==> config.mk <==
export PLATFORM = sky130hd
export DESIGN_NAME = cdb_arbiter
export DESIGN_NICKNAME = d
export VERILOG_FILES = /design/src/rtl/cdb_arbiter_pkg.sv /design/src/rtl/cdb_arbiter_rr.sv /design/src/rtl/cdb_arbiter.sv
export SDC_FILE = /design/constraint.sdc
export NUM_CORES = 1
export LEC_CHECK = 0
export CAP_MARGIN = 20
export CORE_AREA = 2 2 175 177
export CTS_CLUSTER_DIAMETER = 80
export DETAILED_ROUTE_END_ITERATION = 6
export DIE_AREA = 0 0 177 179
export SLEW_MARGIN = 20
export SYNTH_ARGS = -nofsm -noshare
export SYNTH_HDL_FRONTEND = slang
export SYNTH_SLANG_ARGS = --single-unit
==> constraint.sdc <==
create_clock -name clk_i -period 3.21 [get_ports clk_i]
set_clock_uncertainty 0.1 [all_clocks]
set_input_delay 0.642 -clock clk_i [delete_from_list [all_inputs] [get_ports clk_i]]
set_output_delay 0.642 -clock clk_i [all_outputs]
set_load 0.05 [all_outputs]
==> src/rtl/cdb_arbiter_pkg.sv <==
// cdb_arbiter_pkg: CDB payload type, EU count and EU identifiers shared by the CDB arbiter.
package cdb_arbiter_pkg;
  localparam int XLEN        = 32;
  localparam int ROB_IDX_LEN = 4;
  localparam int EXCEPT_LEN  = 5;
  localparam int FFLAGS_LEN  = 5;
  localparam int CDB_EU_NUM  = 8;

  typedef enum logic [2:0] {
    EU_ALU,
    EU_BRANCH,
    EU_MULT,
    EU_DIV,
    EU_FPU,
    EU_LOAD,
    EU_STORE,
    EU_CSR
  } eu_id_t;

  typedef struct packed {
    logic [ROB_IDX_LEN-1:0] rob_idx;
    logic [XLEN-1:0]        value;
    logic                   except_raised;
    logic [EXCEPT_LEN-1:0]  except_code;
    logic [FFLAGS_LEN-1:0]  fflags;
  } cdb_data_t;
endpackage

==> src/rtl/cdb_arbiter_rr.sv <==
// rr_arbiter: one-hot grant among valid requesters, round-robin from an internal pointer or fixed lowest-index priority.
module rr_arbiter
  import cdb_arbiter_pkg::*;
#(
  parameter int N  = CDB_EU_NUM,
  parameter bit RR = 1'b1
) (
  input  logic         clk_i,
  input  logic         rst_i,
  input  logic [N-1:0] valid_i,
  input  logic         ack_i,
  output logic [N-1:0] grant_o
);
  localparam int PW = $clog2(N);

  logic [PW-1:0] ptr, gidx;
  logic [N-1:0]  mask, hi, sel;

  // Requesters at or above ptr take precedence; otherwise wrap to the lowest valid index.
  always_comb begin
    mask    = RR ? ~((N'(1) << ptr) - N'(1)) : '1;
    hi      = valid_i & mask;
    sel     = |hi ? hi : valid_i;
    grant_o = sel & (~sel + N'(1));
  end

  always_comb begin
    gidx = '0;
    for (int i = 0; i < N; i++) gidx = grant_o[i] ? PW'(i) : gidx;
  end

  always_ff @(posedge clk_i or posedge rst_i)
    if (rst_i) ptr <= '0;
    else if (ack_i && RR) ptr <= (gidx == PW'(N - 1)) ? '0 : gidx + PW'(1);
endmodule

==> src/rtl/cdb_arbiter.sv <==
// cdb_arbiter: grants one EU result per cycle into a single elastic output slot broadcast on the CDB.
module cdb_arbiter
  import cdb_arbiter_pkg::*;
#(
  parameter int N_EU       = CDB_EU_NUM,
  parameter bit RR_ARBITER = 1'b1
) (
  input  logic            clk_i,
  input  logic            rst_i,
  input  logic            flush_i,
  input  logic [N_EU-1:0] eu_valid_i,
  output logic [N_EU-1:0] eu_ready_o,
  input  cdb_data_t       eu_data_i [N_EU],
  input  logic            rob_ready_i,
  output logic            cdb_valid_o,
  output cdb_data_t       cdb_data_o
);
  logic            free, allow, win_valid;
  logic [N_EU-1:0] req;
  cdb_data_t       win;

  assign free      = !cdb_valid_o || rob_ready_i;
  assign allow     = !rst_i && !flush_i && free;
  assign req       = allow ? eu_valid_i : '0;
  assign win_valid = |eu_ready_o;

  rr_arbiter #(.N(N_EU), .RR(RR_ARBITER)) u_arb (
    .clk_i,
    .rst_i,
    .valid_i (req),
    .ack_i   (win_valid),
    .grant_o (eu_ready_o)
  );

  always_comb begin
    win = '0;
    for (int i = 0; i < N_EU; i++) win = eu_ready_o[i] ? eu_data_i[i] : win;
  end

  // Flush empties the slot; otherwise a free slot drains and refills in the same cycle.
  always_ff @(posedge clk_i or posedge rst_i)
    if (rst_i) begin
      cdb_valid_o <= 1'b0;
      cdb_data_o  <= '0;
    end else if (flush_i) begin
      cdb_valid_o <= 1'b0;
    end else if (free) begin
      cdb_valid_o <= win_valid;
      if (win_valid) cdb_data_o <= win;
    end
endmodule

---- After elaboration in Yosys (flattened, before gate mapping) ----
Cells that the tools add are included.
word-level totals
  register bits after elaboration ......... 51
  bits of input ports ..................... 388
  output and inout port bits .............. 56
  logic and storage cells ................. 47
operators by class
  $add $sub $neg .......................... 3
  equal/unequal tests ..................... 1
  shift-type cells ........................ 1
  mux-type cells .......................... 20
  bitwise gates (word level) .............. 5
  reduce and logical (&&, ||, !) cells .... 10
operator list
  operator             number
  $mux 47              8
  $mux 3               7
  $and 8x8->8          2
  $mux 8               2
  $not 8->8            2
  $reduce_or 8->1      2
  $add 8x1->8 const B  1
  $shl 1x3->8 const A  1
  $sub 8x1->8 const B  1
  $add 3x1->3 const B  1
  $eq 3x3->1 const B   1
  $logic_not 1->1      3
  $mux 1               3
  $reduce_and 3->1     1
  $logic_and 1x1->1    2
  $reduce_bool 2->1    1
  $logic_or 1x1->1     1
  $not 1->1            1

---- Logic depth before layout (Yosys ltp) ----
Gate-level depths: netlist of run 1.
  word-level depth ........................ 19
  depth in mapped cells ................... 12
  depth with buffers taken out ............ 10

---- Hierarchy ----
A second synthesis of run 1 with hierarchy kept.
second synthesis, totals
  cell total of the unflattened synthesis .. 643
  area, all modules ....................... 5122.4 um^2
by module, submodules not included
  module       instances  cells each  area an instance (um^2)  seq. area each (um^2)
  cdb_arbiter  1          561         4475.5                   1201.2
  rr_arbiter   1          82          646.9                    75.1

---- Worst setup path after synthesis of run 1 ----
OpenSTA, ideal clock, no wires.
  path kind ............................... input to register
  from .................................... in eu_valid_i[3]
  to ...................................... reg u_arb.ptr[2]
  setup time .............................. 0.125 ns
  arrival ................................. 3.289 ns
  data required time ...................... 2.985 ns
  setup slack ............................. -0.304 ns
  cell stages on the path ................. 10
  buffers on the path ..................... 1
  cells stage by stage .................... or3_1 o211a_1 nor3_1 buf_2 o21ai_0 nor2_1 or4_4 ha_1 ha_1 mux2_2
on the way
  word-level cells in the longest chain between the ends .. 16
  elaborated cells between the ends (all ways) .. 18
  those cells by class .................... 2 x add/sub; 1 x eq/ne; 10 x mux; 3 x bitwise; 2 x reduce/logical
RTL lines
  element                                    line                  source
  start, declared                            cdb_arbiter.sv:11     input logic [N_EU-1:0] eu_valid_i,
  $mux 8 *                                   cdb_arbiter.sv:24     assign req = allow ? eu_valid_i : '0;
  $and 8x8->8 *                              cdb_arbiter_rr.sv:22  hi = valid_i & mask;
  $reduce_or 8->1 *                          cdb_arbiter_rr.sv:23  sel = |hi ? hi : valid_i;
  $mux 8 *                                   cdb_arbiter_rr.sv:23
  $not 8->8                                  cdb_arbiter_rr.sv:24  grant_o = sel & (~sel + N'(1));
  $add 8x1->8                                cdb_arbiter_rr.sv:24
  $and 8x8->8 *                              cdb_arbiter_rr.sv:24
  net eu_ready_o[1]                          cdb_arbiter.sv:12     output logic [N_EU-1:0] eu_ready_o,
  $mux 1                                     cdb_arbiter_rr.sv:29  for (int i = 0; i < N; i++) gidx = grant_o[i] ? PW'(i) : gidx;
  $mux 3 (6 in a row)                        cdb_arbiter_rr.sv:29
  $add 3x1->3 or $eq 3x3->1 (tied branches)  cdb_arbiter_rr.sv:34  else if (ack_i && RR) ptr <= (gidx == PW'(N - 1)) ? '0 : gidx + PW'(1);
  $mux 3                                     cdb_arbiter_rr.sv:34
  end signal, assigned                       cdb_arbiter_rr.sv:34
  end, declared                              cdb_arbiter_rr.sv:16  logic [PW-1:0] ptr, gidx;
The timed path passes the listed nets; every way through them passes the cells marked *.
A chain may end at the register's enable or synchronous reset.

---- Final worst setup path of run 1 ----
  from .................................... in eu_valid_i[1]
  to ...................................... reg u_arb.ptr[2]
on the way
  word-level cells in the longest chain between the ends .. 16
  elaborated cells between the ends (all ways) .. 18
  those cells by class .................... 2 x add/sub; 1 x eq/ne; 10 x mux; 3 x bitwise; 2 x reduce/logical
RTL lines
  element                                    line
  $mux 8 *                                   cdb_arbiter.sv:24
  $and 8x8->8                                cdb_arbiter_rr.sv:22
  $reduce_or 8->1                            cdb_arbiter_rr.sv:23
  $mux 8 *                                   cdb_arbiter_rr.sv:23
  $not 8->8                                  cdb_arbiter_rr.sv:24
  $add 8x1->8                                cdb_arbiter_rr.sv:24
  $and 8x8->8 *                              cdb_arbiter_rr.sv:24
  $mux 1                                     cdb_arbiter_rr.sv:29
  $mux 3 (6 in a row)                        cdb_arbiter_rr.sv:29
  $add 3x1->3 or $eq 3x3->1 (tied branches)  cdb_arbiter_rr.sv:34
  $mux 3                                     cdb_arbiter_rr.sv:34
Mark *: on every way between the ends. The rest lies on a longest branch, timed or not.

==> flow_summary.json, run 1 <==
{
  "dr_total_vias": 8329,
  "yosysWarnings": 0,
  "drc": 0,
  "nFillCells": 3020,
  "synthSimpleGateAreaFrac_pct": 24.6,
  "hold_class": "primary input to async pin",
  "initial_utilization_pct": 19.0,
  "synth_area_sq_um": 5700,
  "min_period_ns": 3.16,
  "synth_xor_area_share_pct": 0,
  "antenna_found_initial": 1,
  "dieArea_sq_um": 31700,
  "ys_ff_latch": 51,
  "path_class": "primary input to flip-flop",
  "dpl_worst_slack_ns": -0.548,
  "pwr-share-seq_pct": 18.2,
  "drv_slew": 0,
  "cp_common_cell": "ha_4",
  "clockRootBuffer": "clkbuf_16",
  "cp-start-kind": "primary input",
  "ys.flop_type": "dfrtp_1",
  "synth_edf_count": 0,
  "cts_tree": "yes",
  "drtIter0Drc": 684,
  "hold_violations": 0,
  "worst-r2r-cell-count": 13,
  "powerDensity_nw_per_um2": 522,
  "status": "finished, final reports clean",
  "setup_viol": 0,
  "r2r_start": "u_arb.ptr[2]",
  "grt.overflow.total": 0,
  "path_cells": "clkdlybuf4s15_1, nor2b_4, o32a_1, o41a_1, nand4_1, nor2_4, or4_4, ha_4, ha_4, mux2_4",
  "ff2ff_setup_slack_ns": 0.12,
  "required_ns": 3.31,
  "htreeDepth": 2,
  "area_growth_pct": 111,
  "clock_power_share_pct": 10.0,
  "die_w_microns": 177,
  "ys_seq_area_share_pct": 22.4,
  "slowest_delay_ns": 0.51,
  "cts_sinks": 51,
  "switchingPower_mw": 3.11,
  "synth-async-reset-ratio_pct": 100,
  "grt_max_degree": 53,
  "row_count": 64,
  "die_y_microns": 179,
  "antenna_cells": 0,
  "place.detailed.hpwl_microns": 28000,
  "setup_ws_ns": 0.0528,
  "fin_nets": 1625,
  "synthAdderAreaFrac_pct": 0.439,
  "groute.usage.overall_pct": 22.4,
  "crit_fanout": 4,
  "period_share_pct": 98.4,
  "ctsHoldBuffers": 0,
  "ir_drop_mv": 0.265,
  "switching_share_pct": 49.6,
  "vias_per_cell": 5.10,
  "r2r_end": "u_arb.ptr[2]",
  "clockBufferDepth": 2,
  "worst_slew_pin_slew_ns": 0.585,
  "synthMuxAreaShare_pct": 0.395,
  "wl_per_cell_microns": 23.4,
  "synth_top_family_by_area": "compound AO/OA/AOI/OAI gates",
  "synth.distinct_cells": 59,
  "setup_tns_ns": 0,
  "p_int_mw": 3.16,
  "syn_inst": 734,
  "dr.pass1.iters": 6,
  "gp_congestion": 0.913,
  "endpoint_kind": "flip-flop",
  "port_buffers": 443,
  "p_leak_nw": 4.49,
  "synth_compound_area_share_pct": 45.0,
  "max-slew-margin-rel_pct": 60.9,
  "grt_pass1_wl_microns": 52700,
  "crit_arrival_ns": 3.26,
  "cpMaxStageDelayCell": "or4_4",
  "core_sq_um": 30000,
  "clk_latency_ns": 0.31,
  "fmax_ghz": 0.317,
  "postRouteAntennaNets": 0,
  "numCtsBuffers": 5,
  "routed_wl_microns": 38200,
  "syn_avg_cell_area_sq_um": 7.77,
  "combPwrFrac_pct": 71.8,
  "first_global_vias": 8354,
  "cap_violations": 0,
  "synthesis.nets": 1124,
  "path_clk_slew_ns": 0.08,
  "drive_above_1_share_pct": 21.8,
  "io-pin-count": 444
}
-- cell usage in the layout, fill, tap and decap left out, types with 4 or more instances in the layout --
cell type and n:
o211ai_1 84, buf_12 21, o21ai_0 31, clkdlybuf4s50_1 424
a311oi_1 10, clkbuf_16 6, a211oi_2 19, buf_6 4
nand2_1 110, a2111oi_2 25, buf_4 114, nor2_4 5
a22oi_1 27, nand4_1 22, nor3_1 49, a311oi_2 10
a222oi_1 20, a21oi_1 29, nor2_1 49, and2_1 27
o211ai_2 10, dfrtp_1 48
-- power by group through the flow --
| stage | clock network [mW] | logic (mW) | registers, mW |
|---|---|---|---|
| floorplan | 0 | 1.32 | 2.12 |
| global placement | 0 | 4.30 | 1.15 |
| detailed placement | 0 | 4.30 | 1.15 |
| CTS | 0.657 | 4.41 | 1.15 |
| global route | 0.664 | 4.73 | 1.18 |
| finish | 0.629 | 4.50 | 1.14 |
-- sequential cells by signal (all words and copies together), names as in the netlist --
signal	count
u_arb.ptr	3
cdb_valid_o	1
cdb_data_o	47
-- per-layer routing --
metal	GRT usage, %	vias to the layer above	wire [microns]
met1	27.6	3969	15100
met2	39.9	455	18900
li1	-	3863	-
met4	6.75	2	862
met5	0	-	18
met3	3.77	40	3350
-- worst max-delay path, delay by kind of cell --
kind,cells,cell delay (ns)
adder cells (fa/ha/maj),2,0.41
AO/OA/AOI/OAI,2,0.81
buffers and inverters,1,0.19
AND/OR/NAND/NOR,4,0.93
multiplexers,1,0.26
-- area by class of cell --
type                            count  area [sq um]  area share (%)
Clock buffer                        6           139            1.15
Sequential cell                    51          1280            10.6
Inverter                            5          26.3           0.218
Clock inverter                      2          16.3           0.135
Multi-Input combinational cell    592          4250            35.4
Tap cell                          396           495            4.12
Timing Repair Buffer              580          5820            48.4
-- stage by stage --
stage | util (%) | power (mW) | instance area [sq um] | hold WS (ns) | std cells
2_1_floorplan | - | 3.44 | 5730 | 0.605 | 734
3_3_place_gp | 37.8 | 5.44 | 11400 | 0.369 | 1596
3_5_place_dp | 37.8 | 5.45 | 11400 | 0.385 | 1596
4_1_cts | 39.5 | 6.22 | 11800 | 0.404 | 1621
5_1_grt | 40.1 | 6.57 | 12000 | 0.184 | 1632
6_report | 40.1 | 6.27 | 12000 | 0.185 | 1632
-- cell families after synthesis --
kind of cell | count (synthesis)
flip-flops | 51
buffers and inverters | 91
AO/OA/AOI/OAI | 293
AND/OR/NAND/NOR | 295
adder cells (fa/ha/maj) | 2
multiplexers | 2
-- timing repair --
item                                    in CTS  in global routing
setup buffers                               13                 11
endpoints found under the setup margin      26                 15
pin swaps                                   14                 14
gates resized for setup                     47                 22
gates cloned                                 4                  1
-- worst max path at each step --
stage               cells past startpoint  slack, ns     startpoint             to
finish                                 10       0.05  eu_valid_i[1]   u_arb.ptr[2]
global route                           11      -0.02   u_arb.ptr[2]  eu_ready_o[6]
CTS                                    10     0.0001  eu_valid_i[6]  eu_ready_o[7]
detailed placement                     10      -0.55  eu_valid_i[4]   u_arb.ptr[2]
global placement                       10      -0.52  eu_valid_i[3]   u_arb.ptr[2]
floorplan                              10     -0.006  eu_valid_i[3]   u_arb.ptr[2]
-- cells in the mapped netlist (all sizes together), types with 2 or more instances --
| cell | instances | area share, % |
|---|---|---|
| ha | 2 | 0.44 |
| a31oi | 3 | 0.33 |
| nor3 | 52 | 4.7 |
| mux2 | 2 | 0.39 |
| nand3 | 4 | 0.35 |
| a21oi | 30 | 2.6 |
| buf | 34 | 3.5 |
| clkbuf | 52 | 3.4 |
| nor2 | 56 | 3.8 |
| dfrtp | 51 | 22 |
| a222oi | 20 | 3.5 |
| a2111oi | 27 | 7.1 |
| nand4b | 2 | 0.31 |
| a211oi | 20 | 4.3 |
| a21boi | 3 | 0.46 |
| o211a | 2 | 0.35 |
| o211ai | 94 | 13 |
| o221ai | 2 | 0.42 |
| nand2b | 3 | 0.33 |
| or2 | 3 | 0.33 |
| inv | 5 | 0.33 |
| and2 | 28 | 3.1 |
| a22oi | 27 | 3.6 |
| nand4 | 22 | 2.4 |
| nor2b | 5 | 0.55 |
| a311oi | 20 | 4.2 |
| nand2 | 112 | 7.4 |
| o21ai | 35 | 3.1 |
Power figures use the tool's default switching activity.
==> run 2: changes to the inputs <==
- GPL_TIMING_DRIVEN: unset -> 0
==> flow_summary.json, run 2 (synthesis results as in run 1) <==
{
  "drv_slew": 0,
  "antenna_found_initial": 1,
  "initial_utilization_pct": 19.0,
  "r2r_start": "u_arb.ptr[0]",
  "first_global_vias": 8324,
  "cp-start-kind": "primary input",
  "hold_class": "primary input to async pin",
  "hold_violations": 0,
  "groute.usage.overall_pct": 23.5,
  "cts_tree": "yes",
  "clockBufferDepth": 2,
  "die_w_microns": 177,
  "area_growth_pct": 103,
  "fmax_ghz": 0.304,
  "grt_pass1_wl_microns": 54200,
  "worst_slew_pin_slew_ns": 0.769,
  "min_period_ns": 3.29,
  "vias_per_cell": 5.22,
  "io-pin-count": 444,
  "gp_congestion": 0.877,
  "powerDensity_nw_per_um2": 532,
  "drc": 17,
  "setup_tns_ns": -0.189,
  "p_leak_nw": 4.21,
  "setup_viol": 3,
  "ctsHoldBuffers": 0,
  "row_count": 64,
  "drive_above_1_share_pct": 18.3,
  "cts_sinks": 51,
  "core_sq_um": 30000,
  "grt.overflow.total": 0,
  "crit_fanout": 4,
  "multiInputGateArea_sq_um": 4320,
  "crit_arrival_ns": 3.38,
  "fin_nets": 1613,
  "path_class": "primary input to flip-flop",
  "routed_wl_microns": 39800,
  "place.detailed.hpwl_microns": 30700,
  "nFillCells": 3073,
  "wl_per_cell_microns": 24.6,
  "max-slew-margin-rel_pct": 48.7,
  "htreeDepth": 2,
  "path_clk_slew_ns": 0.08,
  "total_power_mw": 6.17,
  "cap_violations": 0,
  "endpoint_kind": "flip-flop",
  "clockRootBuffer": "clkbuf_16",
  "rsz0062_at_grt": "true",
  "setup_ws_ns": -0.0835,
  "numCtsBuffers": 5,
  "top_register": "cdb_data_o",
  "die_y_microns": 179,
  "ff2ff_setup_slack_ns": -0.03,
  "drtIter0Drc": 550,
  "clk_latency_ns": 0.30,
  "r2r_end": "u_arb.ptr[2]",
  "grt_max_degree": 34,
  "violations": "design-rule violations, negative setup slack",
  "ir_drop_mv": 0.226,
  "status": "finished with violations",
  "dr.pass1.iters": 7,
  "dr_total_vias": 8449,
  "postRouteAntennaNets": 0,
  "port_buffers": 442,
  "ff_latch_area_sq_um": 1280,
  "most-common-layout-cells": "clkdlybuf4s50_1 (424), nand2_1 (111), o211ai_1 (84)",
  "layout_top_registers": "cdb_data_o x47, u_arb.ptr x3, cdb_valid_o x1",
  "period_share_pct": 103,
  "required_ns": 3.30,
  "antenna_cells": 0,
  "final_common_cell": "clkdlybuf4s50_1",
  "worst-r2r-cell-count": 11,
  "largest_reg_flops": 47,
  "dieArea_sq_um": 31700
}
==> run 2: cell count changes in the layout (fill, tap and decap cells not counted), sizes merged <==
cell,delta
buf,-55
dlygate4sd2,-2
inv,+1
clkbuf,+51
clkinv,-1
clkdlybuf4s15,-1
bufbuf,-3
dlymetal6s2s,-2
==> run 2: cell type report <==
cell class                      count  area share (%)
Buffer                             82            4.36
Clock inverter                      2           0.140
Timing Repair Buffer              486            41.5
Inverter                            5           0.270
Clock buffer                        6            1.20
Multi-Input combinational cell    592            37.2
Sequential cell                    51            11.0
Tap cell                          396            4.27
==> run 2: stage by stage <==
stage	cell area, sq um	util [%]	hold slack [ns]	setup WS (ns)	std cells
2_1_floorplan	5730	-	0.605	-0.00626	734
3_3_place_gp	10600	35.4	0.370	-2.08	1572
3_5_place_dp	10700	35.5	0.385	-1.80	1573
4_1_cts	11400	38.0	0.405	-0.167	1609
5_1_grt	11600	38.6	0.262	-0.140	1620
6_report	11600	38.6	0.250	-0.0835	1620
==> run 2: critical path: stages <==
cell and delay [ns]:
buf_8 0.10, nor2b_4 0.12, o32a_1 0.38, o41a_1 0.47, buf_4 0.17, nor4bb_4 0.16
buf_6 0.14, or4_4 0.56, ha_4 0.18, ha_4 0.20, mux2_4 0.26
==> run 2: repair_timing <==
| action | in CTS | in global routing |
|---|---|---|
| endpoints found under the hold margin | 0 | 0 |
| setup buffers | 30 | 15 |
| gates resized for setup | 172 | 52 |
| setup endpoints to repair | 59 | 55 |
| gates cloned | 0 | 0 |
| pin swaps | 13 | 22 |
==> run 2: per-layer routing <==
metal  track usage (%)  share of wire (%)
met2              40.5                 48
met4              6.96                3.0
met5                 0                  0
met1              29.2                 40
met3              5.20                8.5
==> run 2: how the worst max path moves through the flow <==
| stage | endpoint | startpoint | slack [ns] |
|---|---|---|---|
| 2_1_floorplan | u_arb.ptr[2] | eu_valid_i[3] | -0.006 |
| 3_3_place_gp | eu_ready_o[7] | eu_valid_i[6] | -2.08 |
| 3_5_place_dp | eu_ready_o[2] | eu_valid_i[6] | -1.80 |
| 4_1_cts | eu_ready_o[3] | eu_valid_i[6] | -0.17 |
| 5_1_grt | eu_ready_o[7] | u_arb.ptr[0] | -0.14 |
| 6_report | u_arb.ptr[2] | eu_valid_i[1] | -0.08 |
==> run 2: power by group <==
group          switching [mW]  leakage [nW]  total [mW]  internal, mW
Clock                   0.306        0.0731       0.621         0.314
Sequential              0.199         0.642        1.15         0.946
Combinational            2.63          3.49        4.41          1.78
